[src/rtl/ls_quad_gate_tester.sv]
// Exhaustive tester for 74LS quad 2-input gates: walks all 256 {a,b} vectors,
// compares synchronized y against the selected gate function, reports results.
module ls_quad_gate_tester #(
  parameter int unsigned SETTLE_CYCLES = 4,
  parameter int unsigned GATE_FN       = 0
) (
  input  logic       clk,
  input  logic       rst,
  input  logic       start,
  input  logic       abort,
  output logic [3:0] a,
  output logic [3:0] b,
  input  logic [3:0] y,
  output logic       busy,
  output logic       done,
  output logic       pass,
  output logic [8:0] fail_count,
  output logic [7:0] first_fail_vec,
  output logic [3:0] first_fail_y
);

  typedef enum logic [1:0] {IDLE, SETTLE, CHECK, DONE} state_t;

  localparam logic [7:0] SETTLE_LAST = 8'(SETTLE_CYCLES - 32'd1);

  state_t     state;
  logic [7:0] v;
  logic [7:0] cnt;
  logic [3:0] y_meta;
  logic [3:0] ys;
  logic [3:0] exp_y;
  logic       mismatch;
  logic [8:0] fail_next;
  logic [7:0] v_inc;

  function automatic logic [3:0] gate_expect(input logic [3:0] ga, input logic [3:0] gb);
    case (GATE_FN)
      32'd0:   return ga & gb;
      32'd1:   return ~(ga & gb);
      32'd2:   return ga | gb;
      32'd3:   return ~(ga | gb);
      32'd4:   return ga ^ gb;
      default: return 4'b0000;
    endcase
  endfunction

  // Expected outputs for the current vector and the saturating failure count.
  always_comb begin
    exp_y    = gate_expect(v[7:4], v[3:0]);
    mismatch = (ys != exp_y);
    v_inc    = v + 8'd1;
    if (mismatch && (fail_count != 9'd256)) begin
      fail_next = fail_count + 9'd1;
    end else begin
      fail_next = fail_count;
    end
  end

  // Two-flop synchronizer for the asynchronous device outputs.
  always_ff @(posedge clk) begin
    if (rst) begin
      y_meta <= 4'b0000;
      ys     <= 4'b0000;
    end else begin
      y_meta <= y;
      ys     <= y_meta;
    end
  end

  // Control FSM with all handshake and result outputs registered.
  always_ff @(posedge clk) begin
    if (rst) begin
      state          <= IDLE;
      v              <= 8'd0;
      cnt            <= 8'd0;
      a              <= 4'b0000;
      b              <= 4'b0000;
      busy           <= 1'b0;
      done           <= 1'b0;
      pass           <= 1'b0;
      fail_count     <= 9'd0;
      first_fail_vec <= 8'd0;
      first_fail_y   <= 4'b0000;
    end else begin
      done <= 1'b0;
      case (state)
        IDLE: begin
          if (start) begin
            v              <= 8'd0;
            a              <= 4'b0000;
            b              <= 4'b0000;
            cnt            <= 8'd0;
            fail_count     <= 9'd0;
            first_fail_vec <= 8'd0;
            first_fail_y   <= 4'b0000;
            pass           <= 1'b0;
            busy           <= 1'b1;
            state          <= SETTLE;
          end else begin
            a    <= 4'b0000;
            b    <= 4'b0000;
            busy <= 1'b0;
          end
        end
        SETTLE: begin
          if (abort) begin
            state <= IDLE;
            a     <= 4'b0000;
            b     <= 4'b0000;
            busy  <= 1'b0;
            pass  <= 1'b0;
          end else if (cnt == SETTLE_LAST) begin
            state <= CHECK;
          end else begin
            cnt <= cnt + 8'd1;
          end
        end
        CHECK: begin
          // Abort wins over the compare: the vector in flight is not counted.
          if (abort) begin
            state <= IDLE;
            a     <= 4'b0000;
            b     <= 4'b0000;
            busy  <= 1'b0;
            pass  <= 1'b0;
          end else begin
            fail_count <= fail_next;
            if (mismatch && (fail_count == 9'd0)) begin
              first_fail_vec <= v;
              first_fail_y   <= ys;
            end else begin
              first_fail_vec <= first_fail_vec;
            end
            if (v == 8'd255) begin
              state <= DONE;
              busy  <= 1'b0;
              done  <= 1'b1;
              pass  <= (fail_next == 9'd0);
            end else begin
              v     <= v_inc;
              a     <= v_inc[7:4];
              b     <= v_inc[3:0];
              cnt   <= 8'd0;
              state <= SETTLE;
            end
          end
        end
        DONE: begin
          state <= IDLE;
        end
        default: begin
          state <= IDLE;
          a     <= 4'b0000;
          b     <= 4'b0000;
          busy  <= 1'b0;
        end
      endcase
    end
  end

endmodule

[config.mk]
export PLATFORM = sky130hd
export DESIGN_NAME = ls_quad_gate_tester
export DESIGN_NICKNAME = d
export VERILOG_FILES = /design/src/rtl/ls_quad_gate_tester.sv
export SDC_FILE = /design/constraint.sdc
export NUM_CORES = 1
export LEC_CHECK = 0
export CAP_MARGIN = 0
export CELL_PAD_IN_SITES_DETAIL_PLACEMENT = 1
export CELL_PAD_IN_SITES_GLOBAL_PLACEMENT = 1
export CORE_MARGIN = 10
export CORE_UTILIZATION = 44
export CTS_CLUSTER_SIZE = 25
export DETAILED_ROUTE_END_ITERATION = 10
export PLACE_DENSITY_LB_ADDON = 0.3
export SKIP_CTS_REPAIR_TIMING = 1
export SLEW_MARGIN = 20
export SYNTH_ARGS = -nofsm -noshare
export SYNTH_HDL_FRONTEND = slang
export SYNTH_SLANG_ARGS = --single-unit
[constraint.sdc]
create_clock -name clk -period 6.55 [get_ports clk]
set_clock_uncertainty 0.05 [all_clocks]
set_input_delay 0.9825 -clock clk [delete_from_list [all_inputs] [get_ports clk]]
set_output_delay 0.9825 -clock clk [all_outputs]
set_load 0.01 [all_outputs]
==> results of run 1 <==
through the flow:
stage                      util  std cells  setup slack, ps  total power [mW]  hold slack [ps]
after floorplan               -        350             4230             0.433              364
after global placement    0.512        443             3400             0.451              367
after detailed placement  0.512        443             3330             0.453              382
after CTS                 0.546        459             3620             0.823              396
after global routing      0.546        459             3400             0.854              414
final                     0.546        459             3570             0.820              393
state kept, by name (all words and copies together), names as in the netlist:
name,count
first_fail_vec,8
cnt,8
first_fail_y,4
busy,1
pass,1
y_meta,4
fail_count,9
v,8
a,4
b,4
done,1
ys,4
state,2
synth_stat cells, drive strengths merged (2+ instances only):
cell type  count  share of area
xnor2          8          0.024
nor2          40          0.053
nand3         23          0.040
o21a           2         0.0052
dfxtp         58           0.40
nand2b        14          0.030
a311oi         2         0.0060
xor2           4          0.012
clkbuf        10          0.013
ha             8          0.034
mux2i          3          0.010
a211oi         5          0.017
or3            5          0.011
o211ai         2         0.0052
a21oi         36          0.062
and2           3         0.0073
a31oi          3         0.0065
nor3           7          0.012
a22oi         13          0.035
and2b          3         0.0082
and3b          2         0.0060
o21ai         15          0.026
buf           13          0.028
nor2b          9          0.019
a31o           2         0.0060
and3           7          0.016
nand4          3         0.0065
a21o           2         0.0056
inv           11          0.014
nand2         20          0.026
routing by layer:
layer  up-vias  track usage  wire (um)
met2        53        0.271       4040
met4         0       0.0665        125
li1       1280            -          -
met5         -            0          0
met1      1265        0.198       3590
met3        15       0.0456        358
power by group:
| group | leakage (nW) | total [mW] | internal, mW | switching (mW) |
|---|---|---|---|---|
| combinational | 0.671 | 0.0843 | 0.0299 | 0.0545 |
| clock | 0.109 | 0.375 | 0.223 | 0.151 |
| sequential | 0.469 | 0.361 | 0.358 | 0.00366 |
worst reg2reg max path, stage by stage (launching register included):
cell	delay (ps)
dfxtp_1	380
inv_1	90
ha_1	170
or4b_4	490
a2111oi_0	620
o21a_1	600
nand3_1	190
a21oi_1	210
worst max path at each step:
stage / startpoint / endpoint / slack (ps) / cells after the start
3_5_place_dp: abort / first_fail_vec[1]$_SDFFE_PP0P_ / 3330 / 6
4_1_cts: abort / first_fail_y[1]$_SDFFE_PP0P_ / 3620 / 6
2_1_floorplan: abort / v[2]$_SDFFE_PP0P_ / 4230 / 7
3_3_place_gp: abort / first_fail_y[0]$_SDFFE_PP0P_ / 3400 / 6
6_report: abort / first_fail_y[1]$_SDFFE_PP0P_ / 3570 / 6
5_1_grt: abort / first_fail_y[1]$_SDFFE_PP0P_ / 3400 / 6
layout make-up:
class	count	area share
clock inverter	5	0.0223
inverter	11	0.0118
multi-input combinational	258	0.454
tap	77	0.0276
timing repair buffer	39	0.111
clock buffer	11	0.0406
sequential	58	0.333
kinds of logic after synthesis:
group / count (synthesis)
DFF: 58
and+or+nand+nor: 143
buffers and inverters: 34
AOI/OAI and AO/OA: 92
xor gates and xnor gates: 12
adders and majority gates: 8
muxes: 3
==> run summary, run 1 <==
Worst-Skew Late Latency = 340 ps
worst r2r src = fail_count[0]$_SDFFE_PP0P_
Peak Freq = 0.336 GHz
clk buf depth = 2
fin nets = 393
fillers = 756
WP data required = 6760 ps
Mapped Cells = 350
largest net degree at the start of global routing = 55
Relative slew margins = 0.337
hold path cells = 1
CTS tree = built
#FFs+latches synth = 58
Final Setup Violations = 0
WL/cell = 17.7 um
Core ar. = 0.00639 sq mm
reg2reg end = first_fail_y[1]$_SDFFE_PP0P_
# clock sinks = 58
MaxCap Viol Count = 0
Worst path most repeated cell = o21a_1
Total Wirelength = 8110 um
Static Leak = 1.25 nW
Post-synth ARST share = 0
Starting Density = 0.455
Synthesized Nets = 366
Final Hold Viols = 0
CTS Buf Count = 9
YS warnings = 0
total gr overflow = 0
DRC marker count from the first detailed-route iteration = 102
Multi-input gate area = 0.00158 sq mm
final instance area = 0.00349 sq mm
sequential cell area = 0.00116 sq mm
post-DP HPWL = 5450 um
commonest non-fill, non-tap cell in the layout = dfxtp_1
syn avg cell area = 8.30 sq um
WP buf/inv = 1
Crit path largest cell delay = 600 ps
CP startpoint kind = input port
CP cell instances = clkdlybuf4s50_1, and2b_1, o21a_1, o21a_1, nand3_1, a21oi_1
compound-cell area share of the yosys netlist = 0.209
Layout Area Growth over Synthesis = 20.0%
status = completed
TNS Setup = 0 ps
largest family of logic cells by synthesized area = simple AND/OR/NAND/NOR gates
R2R Setup Slk = 3670 ps
row cnt = 29
mux cell area share after synthesis = 0.0103
most frequent cells in the layout = dfxtp_1, nor2_1, clkdlybuf4s50_1
Hold Crit Class = register to register
Slew @ Worst Pin = 994 ps
Post-Syn Area = 0.00291 sq mm
# IOs = 40
Via density = 5.69
Period minus WS final = 2980 ps
clock transition at the registers of the reported paths = 70 ps
Post-synth EDFFs = 0
gpl congestion = 0.779
via count = 2,613
DRC = 0
antenna viol nets, final = 0
worst-path maximum fanout = 24
Synth Area in Adders = 0.0345
Synth cell types = 57
n_diodes = 0
GRT Resource Usage Total = 0.165
initial antenna violation count = 0
PwrDens = 235 mW/mm^2
hold_sp = y_meta[3]$_SDFF_PP0_
H-tree levels = 3
RSZ-0062 raised after global routing = no
critical path arrival = 3190 ps
vias in the first global route = 2,763
Final Cycle Share = 0.454
chip width = 101 um
Worst path slowest cell = o21a_1
top_reg_cell synth = dfxtp_1
first-pass GRT wire length = 13,800 um
DR pass1 iterations = 4
Simple-Gate Fraction of Synth Area = 0.255
sequential area share after synthesis = 0.400
fraction of layout cells with a size suffix above 1 = 0.0785
xor and xnor fraction of the mapped netlist area = 0.0362
dpl cell area = 0.00327 sq mm
kind of critical path = input port to register
Root Buffer Master = clkbuf_8
Die Footprint = 0.0103 sq mm
Hold EP = ys[3]$_SDFF_PP0_
Slew Viols, Final = 0
Max VDD drop = 0.000142 V
CP Capture Type = register
die height = 101 um
delay-heaviest family, CP = compound AO/OA/AOI/OAI gates
port bufs = 39
R2R cell count = 7
Note: power is estimated with default switching activity, not from simulation.
==> run 2: changes to the inputs <==
Settings changed: CORE_UTILIZATION 44 to 41.
Clock period 6.55 ns to 3 ns, I/O delays scaled along.
==> run 2 against run 1 <==
  * Combinational power up 130%
  * Setup slack worse by 3000 ps
  * Final cell count up 5.4%
  * Register-to-register slack lost 3100 ps
  * Global-route usage decreased by 1.7 points
  * Worst hold slack worse by 6.0 ps
  * Utilization decreased by 2.4 points
  * Die area grew 5.9%
  * Non-clock buffer count increased by 6
  * Critical path type is now register to register
  * Highest routed layer unchanged
==> run summary, run 2 (synthesis results as in run 1) <==
initial antenna violation count = 0
worst-path maximum fanout = 10
chip width = 104 um
vias in the first global route = 2,781
Final Cycle Share = 0.820
Die Footprint = 0.0109 sq mm
post-DP HPWL = 5600 um
die height = 104 um
switching share of power = 0.261
TNS Setup = 0 ps
Final Hold Viols = 0
gpl congestion = 0.795
WP data required = 3190 ps
Most flops, register = fail_count
largest net degree at the start of global routing = 34
most frequent cells in the layout = dfxtp_1, nor2_1, clkdlybuf4s50_1
number of flip-flops in the largest register = 9
final instance area = 0.00356 sq mm
DRC = 0
Period minus WS final = 2460 ps
CP Capture Type = register
Final Setup Violations = 0
total gr overflow = 0
GRT Resource Usage Total = 0.148
Pwr Total = 1.82 mW
via count = 2,629
Comb power frac = 0.105
MaxCap Viol Count = 0
CTS tree = built
Non-Filler Instances = 484
dpl cells = 468
critical path arrival = 2650 ps
Total Wirelength = 7980 um
CTS Buf Count = 9
clock transition at the registers of the reported paths = 80 ps
DR pass1 iterations = 4
row cnt = 30
commonest non-fill, non-tap cell in the layout = dfxtp_1
CP startpoint kind = register
Static Leak = 1.28 nW
RSZ-0062 raised after global routing = no
Relative slew margins = 0.576
Hold Crit Class = register to register
dpl cell area = 0.00334 sq mm
# IOs = 40
Root Buffer Master = clkbuf_8
n_diodes = 0
antenna viol nets, final = 0
port bufs = 39
Slew Viols, Final = 0
CP cell instances = ha_1, and3_1, a31o_1, a221o_1, nor4_1, xnor2_1, nor2_1
first-pass GRT wire length = 13,400 um
Worst path slowest cell = a221o_1
Peak Freq = 0.406 GHz
Clk pwr share = 0.461
Layout Area Growth over Synthesis = 22.7%
status = completed
Max VDD drop = 0.000268 V
Crit path largest cell delay = 480 ps
# clock sinks = 58
Core ar. = 0.00683 sq mm
kind of critical path = register to register
clk buf depth = 2
WL/cell = 16.5 um
fin nets = 399
H-tree levels = 3
NetSw = 0.474 mW
Starting Density = 0.425
Worst-Skew Late Latency = 360 ps
Slew @ Worst Pin = 636 ps
share of power burned in registers = 0.434
PwrDens = 510 mW/mm^2
Pint = 1.34 mW
DRC marker count from the first detailed-route iteration = 87
Via density = 5.43
fraction of layout cells with a size suffix above 1 = 0.0954
## run 2: cell types whose count changed in the layout (fill, tap and decap cells not counted), sizes merged
cell,delta
buf,+6
clkbuf,-1
clkinv,+1
## run 2: layout make-up
cell class              count  area, sq um
well taps                  96          120
repair buffers             45          430
fillers                   835         3270
multi-input cells         258         1580
flip-flops and latches     58         1160
clock inverters             6         90.1
clock buffers              10          138
inverters                  11         41.3
## run 2: power by group through the flow
stage               logic [mW]  registers, mW  clock network (mW)
floorplan                0.140          0.805                   0
global placement         0.185          0.805                   0
detailed placement       0.189          0.806                   0
CTS                      0.193          0.788               0.852
global route             0.212          0.790               0.892
finish                   0.191          0.788               0.837
## run 2: metrics by stage
stage	setup slack (ps)	util	hold slack [ps]
after floorplan	774	-	364
after global placement	520	0.488	373
after detailed placement	427	0.488	378
after CTS	526	0.522	385
after global routing	308	0.522	414
final	539	0.522	387
## run 2: metal layers
| layer | share of wire | global-route usage | wire (um) |
|---|---|---|---|
| met1 | 0.44 | 0.169 | 3540 |
| met2 | 0.49 | 0.245 | 3900 |
| met3 | 0.056 | 0.0595 | 443 |
| met4 | 0.011 | 0.0467 | 91 |
| met5 | 0 | 0 | 0 |
## run 2: worst paths after layout
kind                         from                  end  slack [ps]  cells after the start
min          y_meta[0]$_SDFF_PP0_     ys[0]$_SDFF_PP0_         390                      1
max             v[0]$_SDFFE_PP0P_  cnt[7]$_SDFFE_PP0P_         540                      7
min reg2reg  y_meta[0]$_SDFF_PP0_     ys[0]$_SDFF_PP0_         390                      1
max reg2reg     v[0]$_SDFFE_PP0P_  cnt[7]$_SDFFE_PP0P_         540                      7
## run 2: critical path, delay by kind of cell (launching register included)
| family | cells | cell delay [ps] |
|---|---|---|
| flops | 1 | 390 |
| xor+xnor | 1 | 170 |
| fa+ha+maj | 1 | 290 |
| compound gates | 2 | 730 |
| simple gates | 3 | 710 |
